===== src/rtl/la_pkg.sv =====
// Shared definitions for the logic analyzer capture path: trigger mode codes and FSM state encodings.
package la_pkg;

  typedef enum logic [1:0] {
    TRIG_IMMEDIATE = 2'b00,
    TRIG_RISING    = 2'b01,
    TRIG_FALLING   = 2'b10,
    TRIG_LEVEL     = 2'b11
  } trig_mode_e;

  typedef enum logic [2:0] {
    CAP_IDLE = 3'd0,
    CAP_PRE  = 3'd1,
    CAP_WAIT = 3'd2,
    CAP_POST = 3'd3,
    CAP_DONE = 3'd4
  } cap_state_e;

endpackage


===== src/rtl/la_sample_ram.sv =====
// Simple dual-port sample RAM: one write port, registered read port with a synchronous clear.
// Contents are never reset; only the read register is.
module la_sample_ram #(
  parameter int unsigned DEPTH = 160,
  parameter int unsigned WIDTH = 10,
  parameter int unsigned AW    = $clog2(DEPTH)
) (
  input  logic             clk,
  input  logic             reset,
  input  logic             we,
  input  logic [AW-1:0]    waddr,
  input  logic [WIDTH-1:0] wdata,
  input  logic [AW-1:0]    raddr,
  input  logic             rclr,
  output logic [WIDTH-1:0] rdata
);

  logic [WIDTH-1:0] mem [DEPTH];

  // Write port
  always_ff @(posedge clk) begin
    if (we) mem[waddr] <= wdata;
  end

  // Registered read port; rclr forces a zero word for out-of-window addresses
  always_ff @(posedge clk) begin
    if (reset || rclr) rdata <= '0;
    else               rdata <= mem[raddr];
  end

endmodule


===== src/rtl/la_capture_engine.sv =====
// Triggered multi-channel capture engine for the logic analyzer.
// Prescaled sampling into a circular RAM, pre-trigger history, post-trigger fill, then freeze.
// Optional: define LA_INPUT_SYNC_EN to pass chan_in through a 2-flop synchronizer.
module la_capture_engine
  import la_pkg::*;
#(
  parameter int unsigned CHANNEL_COUNT  = 10,
  parameter int unsigned SAMPLE_DEPTH   = 160,
  parameter int unsigned PRESCALE_WIDTH = 16,
  localparam int unsigned AW = $clog2(SAMPLE_DEPTH),
  localparam int unsigned TW = (CHANNEL_COUNT > 1) ? $clog2(CHANNEL_COUNT) : 1
) (
  input  logic                      clk,
  input  logic                      reset,
  input  logic [CHANNEL_COUNT-1:0]  chan_in,
  input  logic [CHANNEL_COUNT-1:0]  chan_enable,
  input  logic                      arm,
  input  logic [TW-1:0]             trig_channel,
  input  logic [1:0]                trig_mode,
  input  logic [PRESCALE_WIDTH-1:0] prescale,
  input  logic [AW-1:0]             pretrig_count,
  input  logic [AW-1:0]             rd_addr,
  output logic [CHANNEL_COUNT-1:0]  rd_data,
  output logic [2:0]                cap_state,
  output logic                      done
);

  localparam int unsigned SELW = 1 << TW;
  localparam logic [AW-1:0] LAST = AW'(SAMPLE_DEPTH - 1);
  localparam logic [AW:0]   DEPTH_X = (AW+1)'(SAMPLE_DEPTH);

  cap_state_e               state;
  trig_mode_e               mode_q;
  logic [TW-1:0]            trig_ch_q;
  logic [PRESCALE_WIDTH-1:0] prescale_q;
  logic [PRESCALE_WIDTH-1:0] ps_cnt;
  logic [AW-1:0]            pretrig_q;
  logic [AW-1:0]            wr_ptr;
  logic [AW-1:0]            pre_cnt;
  logic [AW-1:0]            post_cnt;
  logic [AW-1:0]            start_ptr;
  logic                     prev_valid;
  logic                     prev_bit;

  logic [CHANNEL_COUNT-1:0] chan_s;
  logic [CHANNEL_COUNT-1:0] sample_c;
  logic [SELW-1:0]          sel_ext_c;
  logic                     cur_bit_c;
  logic                     active_c;
  logic                     tick_c;
  logic                     wr_en_c;
  logic                     trig_hit_c;
  logic [AW-1:0]            wr_ptr_inc_c;
  logic [AW:0]              rd_sum_c;
  logic [AW-1:0]            rd_idx_c;
  logic                     rd_oob_c;

`ifdef LA_INPUT_SYNC_EN
  logic [CHANNEL_COUNT-1:0] sync1, sync2;

  // Two-flop synchronizer for asynchronous probe inputs
  always_ff @(posedge clk) begin
    if (reset) begin
      sync1 <= '0;
      sync2 <= '0;
    end else begin
      sync1 <= chan_in;
      sync2 <= sync1;
    end
  end
  assign chan_s = sync2;
`else
  assign chan_s = chan_in;
`endif

  assign sample_c  = chan_s & chan_enable;
  assign sel_ext_c = SELW'(sample_c);
  assign cur_bit_c = sel_ext_c[trig_ch_q];
  assign active_c  = (state == CAP_PRE) || (state == CAP_WAIT) || (state == CAP_POST);
  assign tick_c    = active_c && (ps_cnt == prescale_q);
  // A POST entry with nothing left to fill must not overwrite the oldest sample
  assign wr_en_c   = tick_c && !arm && !((state == CAP_POST) && (post_cnt == '0));
  assign wr_ptr_inc_c = (wr_ptr == LAST) ? '0 : wr_ptr + AW'(1);

  // Window index to physical RAM address
  assign rd_sum_c = {1'b0, start_ptr} + {1'b0, rd_addr};
  assign rd_idx_c = (rd_sum_c >= DEPTH_X) ? AW'(rd_sum_c - DEPTH_X) : AW'(rd_sum_c);
  assign rd_oob_c = ({1'b0, rd_addr} >= DEPTH_X);

  // Trigger condition on the sample being written this tick
  always_comb begin
    trig_hit_c = 1'b0;
    case (mode_q)
      TRIG_IMMEDIATE: trig_hit_c = 1'b1;
      TRIG_RISING:    trig_hit_c = prev_valid && !prev_bit && cur_bit_c;
      TRIG_FALLING:   trig_hit_c = prev_valid && prev_bit && !cur_bit_c;
      TRIG_LEVEL:     trig_hit_c = cur_bit_c;
      default:        trig_hit_c = 1'b0;
    endcase
  end

  // Capture FSM, prescaler, write pointer and trigger history
  always_ff @(posedge clk) begin
    if (reset) begin
      state      <= CAP_IDLE;
      done       <= 1'b0;
      mode_q     <= TRIG_IMMEDIATE;
      trig_ch_q  <= '0;
      prescale_q <= '0;
      pretrig_q  <= '0;
      ps_cnt     <= '0;
      wr_ptr     <= '0;
      pre_cnt    <= '0;
      post_cnt   <= '0;
      start_ptr  <= '0;
      prev_valid <= 1'b0;
      prev_bit   <= 1'b0;
    end else if (arm) begin
      mode_q     <= trig_mode_e'(trig_mode);
      trig_ch_q  <= trig_channel;
      prescale_q <= prescale;
      pretrig_q  <= pretrig_count;
      ps_cnt     <= '0;
      wr_ptr     <= '0;
      pre_cnt    <= '0;
      prev_valid <= 1'b0;
      prev_bit   <= 1'b0;
      done       <= 1'b0;
      state      <= (pretrig_count == '0) ? CAP_WAIT : CAP_PRE;
    end else begin
      if (active_c) ps_cnt <= tick_c ? '0 : ps_cnt + PRESCALE_WIDTH'(1);
      if (wr_en_c) begin
        wr_ptr     <= wr_ptr_inc_c;
        prev_bit   <= cur_bit_c;
        prev_valid <= 1'b1;
      end
      case (state)
        CAP_PRE: begin
          if (tick_c) begin
            pre_cnt <= pre_cnt + AW'(1);
            if (pre_cnt + AW'(1) == pretrig_q) state <= CAP_WAIT;
          end
        end
        CAP_WAIT: begin
          if (tick_c && trig_hit_c) begin
            state    <= CAP_POST;
            post_cnt <= LAST - pretrig_q;
          end
        end
        CAP_POST: begin
          if (post_cnt == '0) begin
            state     <= CAP_DONE;
            done      <= 1'b1;
            start_ptr <= wr_ptr;
          end else if (tick_c) begin
            post_cnt <= post_cnt - AW'(1);
            if (post_cnt == AW'(1)) begin
              state     <= CAP_DONE;
              done      <= 1'b1;
              start_ptr <= wr_ptr_inc_c;
            end
          end
        end
        default: ;
      endcase
    end
  end

  assign cap_state = state;

  la_sample_ram #(
    .DEPTH (SAMPLE_DEPTH),
    .WIDTH (CHANNEL_COUNT),
    .AW    (AW)
  ) u_ram (
    .clk   (clk),
    .reset (reset),
    .we    (wr_en_c),
    .waddr (wr_ptr),
    .wdata (sample_c),
    .raddr (rd_idx_c),
    .rclr  (rd_oob_c),
    .rdata (rd_data)
  );

endmodule


===== config.mk =====
export PLATFORM = sky130hd
export DESIGN_NAME = la_capture_engine
export DESIGN_NICKNAME = d
export VERILOG_FILES = /design/src/rtl/la_pkg.sv /design/src/rtl/la_sample_ram.sv /design/src/rtl/la_capture_engine.sv
export SDC_FILE = /design/constraint.sdc
export NUM_CORES = 2
export LEC_CHECK = 0
export CAP_MARGIN = 20
export CORE_AREA = 2 2 367 369
export CTS_CLUSTER_DIAMETER = 100
export CTS_CLUSTER_SIZE = 28
export DETAILED_ROUTE_END_ITERATION = 8
export DIE_AREA = 0 0 369 371
export GPL_ROUTABILITY_DRIVEN = 1
export PLACE_DENSITY = 0.66
export SKIP_CTS_REPAIR_TIMING = 1
export SLEW_MARGIN = 20
export SYNTH_ARGS = -nofsm -noshare
export SYNTH_HDL_FRONTEND = slang
export SYNTH_HIERARCHICAL = 1
export SYNTH_SLANG_ARGS = --single-unit

===== constraint.sdc =====
create_clock -name clk -period 7.19 [get_ports clk]
set_clock_uncertainty 0.15 [all_clocks]
set_input_delay 1.438 -clock clk [delete_from_list [all_inputs] [get_ports clk]]
set_output_delay 1.438 -clock clk [all_outputs]
set_load 0.01 [all_outputs]

==> flow_summary.toml <==
[sta]
fin_crit_sh = 0.8259
finalWorstSetupSlack_ns = 1.252
rsz0062_at_grt = "false"
final_hold_viol_count = 0
relSlewSlack = 0.2189
setup_viol = 0
post-route-min-period_ns = 5.938
setup_tns_ns = 0
worst_slew_pin_slew_ns = 1.167
final_max_slew_viol_count = 0
fmax_mhz = 168.4

[worst_setup_path]
crit_fanout = 15
worst_ep_arrival_time_ns = 6.33
critPathKind = "in -> reg"
critPathLaunchType = "input pin"
required_ns = 7.58
worstSetupEndpointType = "flop"

[grt]
grt-ovfl-total = 0
grt_pass1_wl_um = 234100
grt_antenna_before_repair = 2
grt_pass1_vias = 33081
grt_max_degree = 161
gr-usage-all-layers = 0.2361

[power]
power.total_w = 0.01715
power_density_mw_per_mm2 = 237.4
peakVddDrop_mv = 0.2215
leakagePower_nw = 20.57

[yosys]
synth_mux_area_frac = 0.1458
synth_ff_type = "edfxtp_1"
synth.net_count = 3641
syn_avg_cell_area_um2 = 18.89
netlist_top_cells_area = "edfxtp_1, mux4_2, mux2i_1"
synth_fa_ha_area_frac = 0.003272
async_flop_share = 0
synth-edff-count = 1600
syn_area_mm2 = 0.06730
yosysWarnings = 6
synth-compound-area-share = 0.04529
synth-xor-area-share = 0.006897
synth_common_cells = "edfxtp_1, mux4_2, mux2i_1"
synth_top_family_by_area = "multiplexers"
yosysTopAreaCell = "edfxtp_1"
synth_seq_cells = 1694
synth_top_area_frac = 0.7139
ys_seq_area_frac = 0.7418
yosys.cell_count.top_type = "edfxtp_1"
synth_simple_gate_area_frac = 0.03893
yosysUniqueCellTypes = 78
syn-instance-count = 3563

[cells_and_area]
multiInputGateArea_mm2 = 0.01634
fillers = 10257
final_nets = 3696
layout-drive-gt1-share = 0.1603
area_delta_synth_final_pct = 7.334
seq_area_mm2 = 0.04993

[clock_network]
cts_tree = "built"
clock_tree.buffer_depth = 3
clock_latency_ns = 0.70
cts_sinks = 1694
cts_max_level = 3
cts_made_buffers = 71
root_buffer = "clkbuf_16"
clk_pin_slew_worst_paths_ns = 0.11

[routing]
dr_wl_met2_um = 76670
drc = 0
post_drt_wl_per_cell_um = 29.79
vias_per_cell = 6.288
met1_length_um = 67670
drtAntennaViolNets = 0
wirelength_um = 161500
wl_met3_um = 13300
dr.pass1.iters = 6
vias = 34073
first_iter_violations = 4378
top_layer_used = "met4"

[floorplanning]
rows = 134
fp.dieArea_mm2 = 0.1369
die_x_um = 369
die_h_um = 371
core_mm2 = 0.1328
io_pins = 75
initial_utilization = 0.5069

[placed_design]
place_congestion = 0.8820
hpwl_um = 101200
io_buffers = 74
pre_cts_ws_ns = 0.6507

[flow_run]
maxCapViolCount = 0

[hold_path]
hp-class = "reg -> reg"

[outcome]
status = "completed"
[stage by stage]
step	utilization	hold WS, ns	std cells	area, µm²
floorplan	-	0.3045	3563	67300
global placement	0.5279	0.2990	5308	70100
detailed placement	0.5281	0.3076	5308	70120
CTS	0.5433	0.3430	5413	72150
global route	0.5440	0.3783	5418	72240
finish	0.5440	0.3422	5419	72240
[cell usage in the layout, fill, tap and decap left out, types with 16 or more instances in the layout]
cell type	synthesis	final
a211oi_1	38	38
a21oi_1	98	98
a221oi_1	18	18
a22o_1	19	19
a22oi_1	132	132
buf_4	14	96
clkbuf_1	95	24
clkbuf_16	0	73
clkdlybuf4s50_1	0	72
dfxtp_1	94	94
edfxtp_1	1600	1600
inv_1	17	16
mux2_2	19	19
mux2i_1	285	285
mux4_2	299	299
nand2_1	79	79
nand3_1	43	43
nand4_1	19	19
nor2_1	265	242
nor2_2	0	21
nor2b_1	28	24
nor3_1	24	24
o21ai_0	25	24
o22ai_1	30	30
xnor2_1	24	21
xor2_1	29	29
[final timing paths]
path / startpoint / to / slack (ns) / cells after the start
setup / recovery: rd_addr[5] / u_ram/rdata[4] / 1.25 / 13
hold / removal: done / done / 0.34 / 1
setup reg to reg: cap_state[0] / u_ram/mem[28][6] / 1.72 / 8
hold reg to reg: done / done / 0.34 / 1
[critical path: stages]
cell	delay [ns]
clkdlybuf4s50_1	0.54
ha_1	0.49
or3b_2	0.47
o211ai_1	0.11
nor3_1	0.16
a2111oi_0	0.64
o21ai_0	0.19
a21oi_1	0.37
xnor2_4	0.30
nor2b_1	0.70
a21oi_1	0.28
a211oi_1	0.51
a2111oi_2	0.11
[kinds of logic (layout without fill, tap and decap cells)]
| kind of cell | count (synthesis) | count (layout) |
|---|---|---|
| compound gates | 427 | 427 |
| xor+xnor | 53 | 53 |
| fa+ha+maj | 17 | 17 |
| buf+inv | 216 | 303 |
| flops | 1694 | 1694 |
| mux | 604 | 604 |
| other cells | 0 | 1 |
| simple gates | 552 | 552 |
[layer usage]
metal	global-route usage	up-vias
li1	-	14506
met1	0.3447	18026
met2	0.3705	1379
met3	0.04239	162
met4	0.06138	0
met5	0	-
[sequential cells by signal, summed over array words and instances (netlist names), 2 cells and up]
register and count:
post_cnt 8, wr_ptr 8, start_ptr 8, pre_cnt 8, cap_state 3, pretrig_q 8, prescale_q 16, trig_ch_q 4
u_ram/mem 1600, u_ram/rdata 10, mode_q 2, ps_cnt 16
[report_power, final]
part	switching, W	internal [W]	leakage (nW)
Sequential	0.0000472	0.0108	13.4
Combinational	0.000932	0.000536	6.19
Clock	0.00289	0.00195	0.981
Total	0.00387	0.0133	20.6
[area by class of cell]
class                           instances  area share
Antenna cell                            1  0.00003464
Clock buffer                           97     0.02653
Clock inverter                          8    0.001507
Inverter                               17   0.0009873
Multi-Input combinational cell       1653      0.2261
Sequential cell                      1694      0.6911
Tap cell                             1768     0.03062
Timing Repair Buffer                  181     0.02302
Power figures use the tool's default switching activity.
